### src/rtl/rv32i_muldiv_unit_if.sv
// rtl/rv32i_muldiv_unit_if.sv - core-side handshake and operand bus for the RV32M multiply/divide unit
interface rv32i_muldiv_unit_if;
    logic        start;
    logic        flush;
    logic [2:0]  funct3;
    logic [31:0] rs1_data;
    logic [31:0] rs2_data;
    logic [4:0]  rd_addr_in;
    logic        busy;
    logic        done;
    logic [31:0] result;
    logic [4:0]  rd_addr;
    logic        rd_we;

    // Core / pipeline side: launches ops and consumes the writeback
    modport master (
        output start, flush, funct3, rs1_data, rs2_data, rd_addr_in,
        input  busy, done, result, rd_addr, rd_we
    );

    // Execute-unit side
    modport slave (
        input  start, flush, funct3, rs1_data, rs2_data, rd_addr_in,
        output busy, done, result, rd_addr, rd_we
    );
endinterface

### src/rtl/rv32i_muldiv_unit.sv
// rtl/rv32i_muldiv_unit.sv - iterative RV32M multiply/divide execute unit with sign fixup
module rv32i_muldiv_unit #(
    parameter int XLEN          = 32,
    parameter bit EARLY_SPECIAL = 1'b1
) (
    input  logic                 clk,
    input  logic                 rst,
    rv32i_muldiv_unit_if.slave   bus
);

    localparam logic [1:0] S_IDLE = 2'd0;
    localparam logic [1:0] S_CALC = 2'd1;
    localparam logic [1:0] S_FIX  = 2'd2;
    localparam logic [1:0] S_DONE = 2'd3;

    logic [1:0]          r_state;
    logic [4:0]          r_cnt;
    logic [2:0]          r_funct3;
    logic [4:0]          r_rd_addr;
    logic [XLEN-1:0]     r_opnd;     // multiplicand (mul) or divisor (div) magnitude
    logic [2*XLEN-1:0]   r_acc;      // mul: {hi, lo/multiplier}; div: {remainder, quotient/dividend}
    logic                r_neg_q;    // product or quotient must be negated
    logic                r_neg_r;    // remainder must be negated (dividend was negative)
    logic [XLEN-1:0]     r_result;

    // ---- operand decode at the start edge ----
    logic            w_is_div;
    logic            w_a_signed;
    logic            w_b_signed;
    logic            w_a_neg;
    logic            w_b_neg;
    logic [XLEN-1:0] w_a_mag;
    logic [XLEN-1:0] w_b_mag;
    logic            w_b_zero;
    logic            w_ovf;
    logic            w_special;
    logic [XLEN-1:0] w_special_res;

    assign w_is_div   = bus.funct3[2];
    // MUL/MULH/MULHSU: A signed; DIV/REM: A signed; only the U forms are unsigned
    assign w_a_signed = w_is_div ? ~bus.funct3[0] : (bus.funct3[1:0] != 2'b11);
    // B is signed only for MUL/MULH and DIV/REM
    assign w_b_signed = w_is_div ? ~bus.funct3[0] : ~bus.funct3[1];
    assign w_a_neg    = w_a_signed & bus.rs1_data[XLEN-1];
    assign w_b_neg    = w_b_signed & bus.rs2_data[XLEN-1];
    assign w_a_mag    = w_a_neg ? (~bus.rs1_data + 1'b1) : bus.rs1_data;
    assign w_b_mag    = w_b_neg ? (~bus.rs2_data + 1'b1) : bus.rs2_data;
    assign w_b_zero   = (bus.rs2_data == '0);
    assign w_ovf      = w_is_div & ~bus.funct3[0]
                      & (bus.rs1_data == 32'h8000_0000) & (bus.rs2_data == 32'hFFFF_FFFF);
    assign w_special  = EARLY_SPECIAL & w_is_div & (w_b_zero | w_ovf);
    assign w_special_res = w_b_zero ? (bus.funct3[1] ? bus.rs1_data : 32'hFFFF_FFFF)
                                    : (bus.funct3[1] ? 32'h0000_0000 : 32'h8000_0000);

    // ---- one shift-add multiply step ----
    logic [XLEN:0]     w_sum;
    logic [2*XLEN-1:0] w_mul_next;

    assign w_sum      = {1'b0, r_acc[2*XLEN-1:XLEN]} + (r_acc[0] ? {1'b0, r_opnd} : '0);
    assign w_mul_next = {w_sum, r_acc[XLEN-1:1]};

    // ---- one restoring-division step ----
    logic [XLEN:0]     w_trial;
    logic [XLEN+1:0]   w_diff;
    logic              w_fits;
    logic [XLEN-1:0]   w_rem_next;
    logic [2*XLEN-1:0] w_div_next;
    logic              w_unused_bits;

    assign w_trial    = {r_acc[2*XLEN-1:XLEN], r_acc[XLEN-1]};
    assign w_diff     = {1'b0, w_trial} - {2'b00, r_opnd};
    assign w_fits     = ~w_diff[XLEN+1];
    assign w_rem_next = w_fits ? w_diff[XLEN-1:0] : w_trial[XLEN-1:0];
    assign w_div_next = {w_rem_next, r_acc[XLEN-2:0], w_fits};
    // A fitting difference and a non-fitting trial are both below the divisor
    assign w_unused_bits = w_diff[XLEN] ^ w_trial[XLEN];

    // ---- sign fixup and result select ----
    logic [2*XLEN-1:0] w_prod;
    logic [XLEN-1:0]   w_quo;
    logic [XLEN-1:0]   w_rem;
    logic [XLEN-1:0]   w_fix_res;

    assign w_prod = r_neg_q ? (~r_acc + 1'b1) : r_acc;
    assign w_quo  = r_neg_q ? (~r_acc[XLEN-1:0] + 1'b1) : r_acc[XLEN-1:0];
    assign w_rem  = r_neg_r ? (~r_acc[2*XLEN-1:XLEN] + 1'b1) : r_acc[2*XLEN-1:XLEN];

    // Pick low/high product half, quotient or remainder from the captured funct3
    always_comb begin
        w_fix_res = w_prod[XLEN-1:0];
        case (r_funct3)
            3'b000:                 w_fix_res = w_prod[XLEN-1:0];
            3'b001, 3'b010, 3'b011: w_fix_res = w_prod[2*XLEN-1:XLEN];
            3'b100, 3'b101:         w_fix_res = w_quo;
            default:                w_fix_res = w_rem;
        endcase
    end

    // Control FSM plus datapath registers; flush overrides everything but reset
    always_ff @(posedge clk or posedge rst) begin
        if (rst) begin
            r_state   <= S_IDLE;
            r_cnt     <= '0;
            r_funct3  <= '0;
            r_rd_addr <= '0;
            r_opnd    <= '0;
            r_acc     <= '0;
            r_neg_q   <= 1'b0;
            r_neg_r   <= 1'b0;
            r_result  <= '0;
        end else if (bus.flush) begin
            r_state <= S_IDLE;
        end else begin
            case (r_state)
                S_IDLE: begin
                    if (bus.start) begin
                        r_funct3  <= bus.funct3;
                        r_rd_addr <= bus.rd_addr_in;
                        r_cnt     <= 5'd31;
                        r_opnd    <= w_is_div ? w_b_mag : w_a_mag;
                        r_acc     <= {{XLEN{1'b0}}, (w_is_div ? w_a_mag : w_b_mag)};
                        // Divide-by-zero keeps an all-ones quotient positive on the slow path
                        r_neg_q   <= (w_a_neg ^ w_b_neg) & ~(w_is_div & w_b_zero);
                        r_neg_r   <= w_a_neg;
                        if (w_special) begin
                            r_result <= w_special_res;
                            r_state  <= S_DONE;
                        end else begin
                            r_state  <= S_CALC;
                        end
                    end
                end
                S_CALC: begin
                    r_acc <= r_funct3[2] ? w_div_next : w_mul_next;
                    r_cnt <= r_cnt - 5'd1;
                    if (r_cnt == 5'd0) begin
                        r_state <= S_FIX;
                    end
                end
                S_FIX: begin
                    r_result <= w_fix_res;
                    r_state  <= S_DONE;
                end
                default: begin
                    r_state <= S_IDLE;
                end
            endcase
        end
    end

    assign bus.busy    = (r_state != S_IDLE);
    assign bus.done    = (r_state == S_DONE);
    assign bus.result  = r_result;
    assign bus.rd_addr = r_rd_addr;
    assign bus.rd_we   = (r_state == S_DONE) & (r_rd_addr != 5'd0);

endmodule

### src/flat_wrapper.sv
// flat-port wrapper written by rule: the top's interface ports become plain ports
module rv32i_muldiv_unit_flat 
#(
    parameter int XLEN          = 32,
    parameter bit EARLY_SPECIAL = 1'b1
)
  (clk, rst, bus_start, bus_flush, bus_funct3, bus_rs1_data, bus_rs2_data, bus_rd_addr_in, bus_busy, bus_done, bus_result, bus_rd_addr, bus_rd_we);
  rv32i_muldiv_unit_if bus_i ();
  input  logic clk;
  input  logic rst;
  input wire logic [$bits(bus_i.start)-1:0] bus_start;
  input wire logic [$bits(bus_i.flush)-1:0] bus_flush;
  input wire logic [$bits(bus_i.funct3)-1:0] bus_funct3;
  input wire logic [$bits(bus_i.rs1_data)-1:0] bus_rs1_data;
  input wire logic [$bits(bus_i.rs2_data)-1:0] bus_rs2_data;
  input wire logic [$bits(bus_i.rd_addr_in)-1:0] bus_rd_addr_in;
  output wire logic [$bits(bus_i.busy)-1:0] bus_busy;
  output wire logic [$bits(bus_i.done)-1:0] bus_done;
  output wire logic [$bits(bus_i.result)-1:0] bus_result;
  output wire logic [$bits(bus_i.rd_addr)-1:0] bus_rd_addr;
  output wire logic [$bits(bus_i.rd_we)-1:0] bus_rd_we;
  assign bus_i.start = bus_start;
  assign bus_i.flush = bus_flush;
  assign bus_i.funct3 = bus_funct3;
  assign bus_i.rs1_data = bus_rs1_data;
  assign bus_i.rs2_data = bus_rs2_data;
  assign bus_i.rd_addr_in = bus_rd_addr_in;
  assign bus_busy = bus_i.busy;
  assign bus_done = bus_i.done;
  assign bus_result = bus_i.result;
  assign bus_rd_addr = bus_i.rd_addr;
  assign bus_rd_we = bus_i.rd_we;
  rv32i_muldiv_unit #(.XLEN(XLEN), .EARLY_SPECIAL(EARLY_SPECIAL)) u_core (.clk(clk), .rst(rst), .bus(bus_i));
endmodule
### config.mk
export PLATFORM = sky130hd
export DESIGN_NAME = rv32i_muldiv_unit_flat
export DESIGN_NICKNAME = d
export VERILOG_FILES = /design/src/rtl/rv32i_muldiv_unit_if.sv /design/src/rtl/rv32i_muldiv_unit.sv /design/src/flat_wrapper.sv
export SDC_FILE = /design/constraint.sdc
export NUM_CORES = 1
export LEC_CHECK = 0
export BUFFER_PORTS_ARGS = -buffer_cell sky130_fd_sc_hd__buf_2
export CORE_AREA = 4 4 211 213
export DETAILED_ROUTE_END_ITERATION = 10
export DIE_AREA = 0 0 215 217
export PLACE_DENSITY_LB_ADDON = 0.15
export SETUP_SLACK_MARGIN = 0.3
export SLEW_MARGIN = 0
export SYNTH_ARGS = -nofsm -noshare
export SYNTH_HDL_FRONTEND = slang
export SYNTH_SLANG_ARGS = --single-unit
### constraint.sdc
create_clock -name clk -period 9.01 [get_ports clk]
set_clock_uncertainty 0.2 [all_clocks]
set_input_delay 0.901 -clock clk [delete_from_list [all_inputs] [get_ports clk]]
set_output_delay 0.901 -clock clk [all_outputs]
set_load 0.01 [all_outputs]
==> out/results.txt <==
The post-synthesis sequential area ratio was 0.246. The transition at the pin with the smallest max-transition slack was 1.18 ns. Once routing completed, OpenROAD measured the worst setup slack at 4.25 ns.

The async set or reset register ratio after synthesis is 1.00, and the number of placement rows is 76. Setup repair after global routing left no endpoint under its margin. The count of input and output buffers is 115, and the final-layout setup total negative slack is 0 ns. Among all flip-flop cells after synthesis, the most frequent one is dfrtp_1. After synthesis the netlist holds a flip-flop and latch count of 145. TritonCTS built the clock tree. Based on the critical path, the design can be clocked at up to 210 MHz. The number of violations reported at the end of detailed-routing iteration 0 came out at 1557. Across all register-to-register paths, the minimum setup slack is 4.46 ns. The critical path is of the input port to flop type. STA puts the critical path data arrival time at 4.90 ns. The initial antenna violation count was 2.

The combined area of the multi-input logic cells was 0.0103 sq mm; the total met2 wirelength after detailed routing was 25000 um. The type of destination of the critical path was a flop. The clock transition at the registers of the reported paths works out to 0.07 ns. For the count of unresolved DRC violations after routing, the log shows 0. Total length of routed wires: 57300 um. The top-level I/O count was 116; the number of synthesis warnings was 0. The post-cts hold buffer count was 0.

The end of the worst hold path was u_core.r_opnd[20]. For this design the ratio of total power to cell area is 412 mW/mm^2. Counting cells, the worst reg-to-reg path comes to 10. The share of cells above drive strength 1 is 0.113.

The flow ran to the end, and the final reports show no timing, DRC or antenna violations. The detailed router placed 14800 vias in this run. Kind of start point of the critical path: an input port.

Subtracting the final worst setup slack from the clock period gives 4.76 ns. After the flow finishes, the layout carries non-filler instances totaling 2533. The die is 217 um tall. For the setup slack at placement, the log shows 3.87 ns. In this run the critical register-to-register path is launched from u_core.r_acc[10]. Counting the fill cells in the layout gives 4441.

In this run the most critical hold path is launched from u_core.r_opnd[20]. The clock latency on the worst-skew pair was 0.45 ns. In the post-synthesis netlist, the cell with the most instances is nor2_1. The logs give 0 for the number of instances resized during post-cts repair and 0 for the setup fix buffers added after clock tree synthesis. Compared with the post-synthesis result, the final layout area differs by 10.0%. The path class of the tightest hold or removal check is flop to flop.

The synthesized net count is 2121, and the number of enable flip-flop cells after synthesis is 0. The post-layout net count came out at 2126. At the worst endpoint, the required time is 9.15 ns. The run gives 0.238 as the combined global-route utilization of all metal layers. The area share of the leading cell type in the synthesized netlist came out at 0.246.

The tools report the root buffer cell as clkbuf_16. Synthesis produced 1968 cells. Leakage power: 6.90 nW. Entering global routing, the biggest net connects 113 pins. The detail route stage leaves a number of antenna-violating nets equal to 0.

The run gives 0.0148 sq mm as the combined area of all synthesized cells. Routability-driven placement finished with a final weighted congestion of 0.940. The via density per instance is 5.83. In this run the horizontal extent of the chip is 215 um. Terminus of the critical flop-to-flop path: u_core.bus.result[13]. In this run, placement finished with an instance count of 2500. For the final number of hold-violating endpoints, the log shows 0. The cell taking the most area after synthesis was dfrtp_1. Averaged over all synthesized cells, the footprint is 7.50 sq um. The logs give 0 for the max-slew violation count and 3620 um for the sum of met3 wire segment lengths after detailed routing. In this run the top signal layer used is met4.

The area inside the core boundary came out at 0.0427 sq mm. The count of H-tree levels built during CTS is 4. The first global-routing pass estimated 86300 um of wire. The final critical-path share of the clock period was 0.529.

The logs give 0 for the total setup violations reported at the end of the flow and 43900 um for the sum of net half-perimeters after detailed placement. The starting density of the core is 0.346, and the post-route met1 wirelength is 26900 um. Counting instances, the worst hold path has a depth of 2. For the area of the die, the log shows 0.0467 sq mm. The logs give 5 for the total iterations of the first detailed-routing run and 0.283 mV for the maximum VDD drop. The placed cell area was 0.0156 sq mm; the highest net fanout along the worst path was 62. By count the netlist is led by nor2_1, a21oi_1, o21ai_0. Summing all non-filler instances in the final layout gives an area of 0.0162 sq mm. Dividing the detail-routed wire length by the instance count gives 22.6 um. For the relative slew slack, the log shows 0.210. The overall power came out at 0.00670 W. By area the synthesized netlist is led by dfrtp_1, xor2_1, a21oi_1, ha_1, nor2_1. The clock drives 145 sinks. Across the run, the number of max-cap violations was 0. In the final layout, flip-flops and latches occupy 0.00363 sq mm.

Buffers inserted during clock tree synthesis total 17. In this run the deepest clock path goes through 2 buffers. Summed over all layers, the global routing overflow is 0. The number of different library cells used by synthesis comes to 75. The tools report the number of global-route vias before repair as 13700.
worst max path at each step:
stage	slack, ns	startpoint	endpoint	cells after the start
2_1_floorplan	4.01	rst	u_core.bus.rd_addr[0]	1
3_3_place_gp	3.89	bus_rs2_data[0]	u_core.bus.result[31]	13
3_5_place_dp	3.87	bus_rs2_data[1]	u_core.bus.result[31]	13
4_1_cts	4.32	bus_rs2_data[1]	u_core.bus.result[31]	13
5_1_grt	4.05	bus_rs2_data[1]	u_core.bus.result[31]	13
6_report	4.25	bus_rs2_data[1]	u_core.bus.result[27]	13
logic make-up after synthesis:
family | Yosys count | share of synthesized area
mux | 60 | 0.0438
xor+xnor | 198 | 0.117
flops | 145 | 0.246
simple gates | 598 | 0.190
fa+ha+maj | 77 | 0.0663
compound gates | 669 | 0.279
buf+inv | 221 | 0.0575
layout by cell type (no fill, tap or decap), types with 5 or more instances in the layout:
master,instances
nor4_1,15
nand3_1,24
nor2b_1,9
nand2b_1,12
a22oi_1,19
o21ai_0,175
o21ai_1,8
nand3b_1,6
a21oi_1,194
xor2_1,114
or2_2,8
o21a_1,14
o21bai_1,11
a211oi_1,31
inv_1,75
o22ai_1,26
nor3_1,26
nand4_1,17
clkbuf_16,17
ha_1,74
and2_1,9
mux2_2,37
a221o_1,6
o221ai_1,18
dfrtp_1,144
o31ai_1,30
nand2_1,153
o211ai_1,13
buf_2,114
a21o_1,36
buf_4,17
or4_1,24
and3_1,16
mux2i_1,23
o41ai_1,13
nor2_1,236
or3_1,18
xnor2_1,84
a31oi_1,32
a41oi_1,5
state kept, by name (all words and copies together), names as in the netlist:
signal	flops
u_core.r_neg_r	1
u_core.r_cnt	5
u_core.bus.rd_addr	5
u_core.r_opnd	32
u_core.bus.result	32
u_core.r_acc	64
u_core.r_state	2
u_core.r_neg_q	1
u_core.r_funct3	3
critical path, cell delays in order:
cell and delay, ns:
buf_2 0.12, inv_1 0.07, ha_1 0.16, or3b_2 0.48
or4_1 0.53, nor4_1 0.24, nand3b_1 0.20, or3_1 0.65
o22ai_2 0.28, nand3_1 0.16, a21oi_4 0.17, buf_4 0.49
mux2_2 0.40
power by group:
group / leakage [nW] / internal (W) / switching [W]
logic: 4.83 / 0.00174 / 0.00271
registers: 1.77 / 0.000946 / 0.000523
clock network: 0.294 / 0.000464 / 0.000314
through the flow:
step	util	hold slack (ns)
after floorplan	-	0.250
after global placement	0.366	0.263
after detailed placement	0.366	0.271
after CTS	0.380	0.285
after global routing	0.380	0.313
final	0.380	0.281
area by class of cell:
type                    count  share of cell area
diodes                      1            0.000154
clock buffers              19              0.0267
clock inverters            13              0.0113
inverters                  76              0.0179
multi-input cells        1602               0.635
flip-flops and latches    145               0.223
well taps                 546              0.0421
repair buffers            131              0.0430
per-layer routing:
metal	global-route usage	vias to the layer above
met5	0	-
met4	0.0719	0
met3	0.0350	58
met2	0.366	493
met1	0.347	7138
li1	-	7091
(Power assumes the default switching activity.)
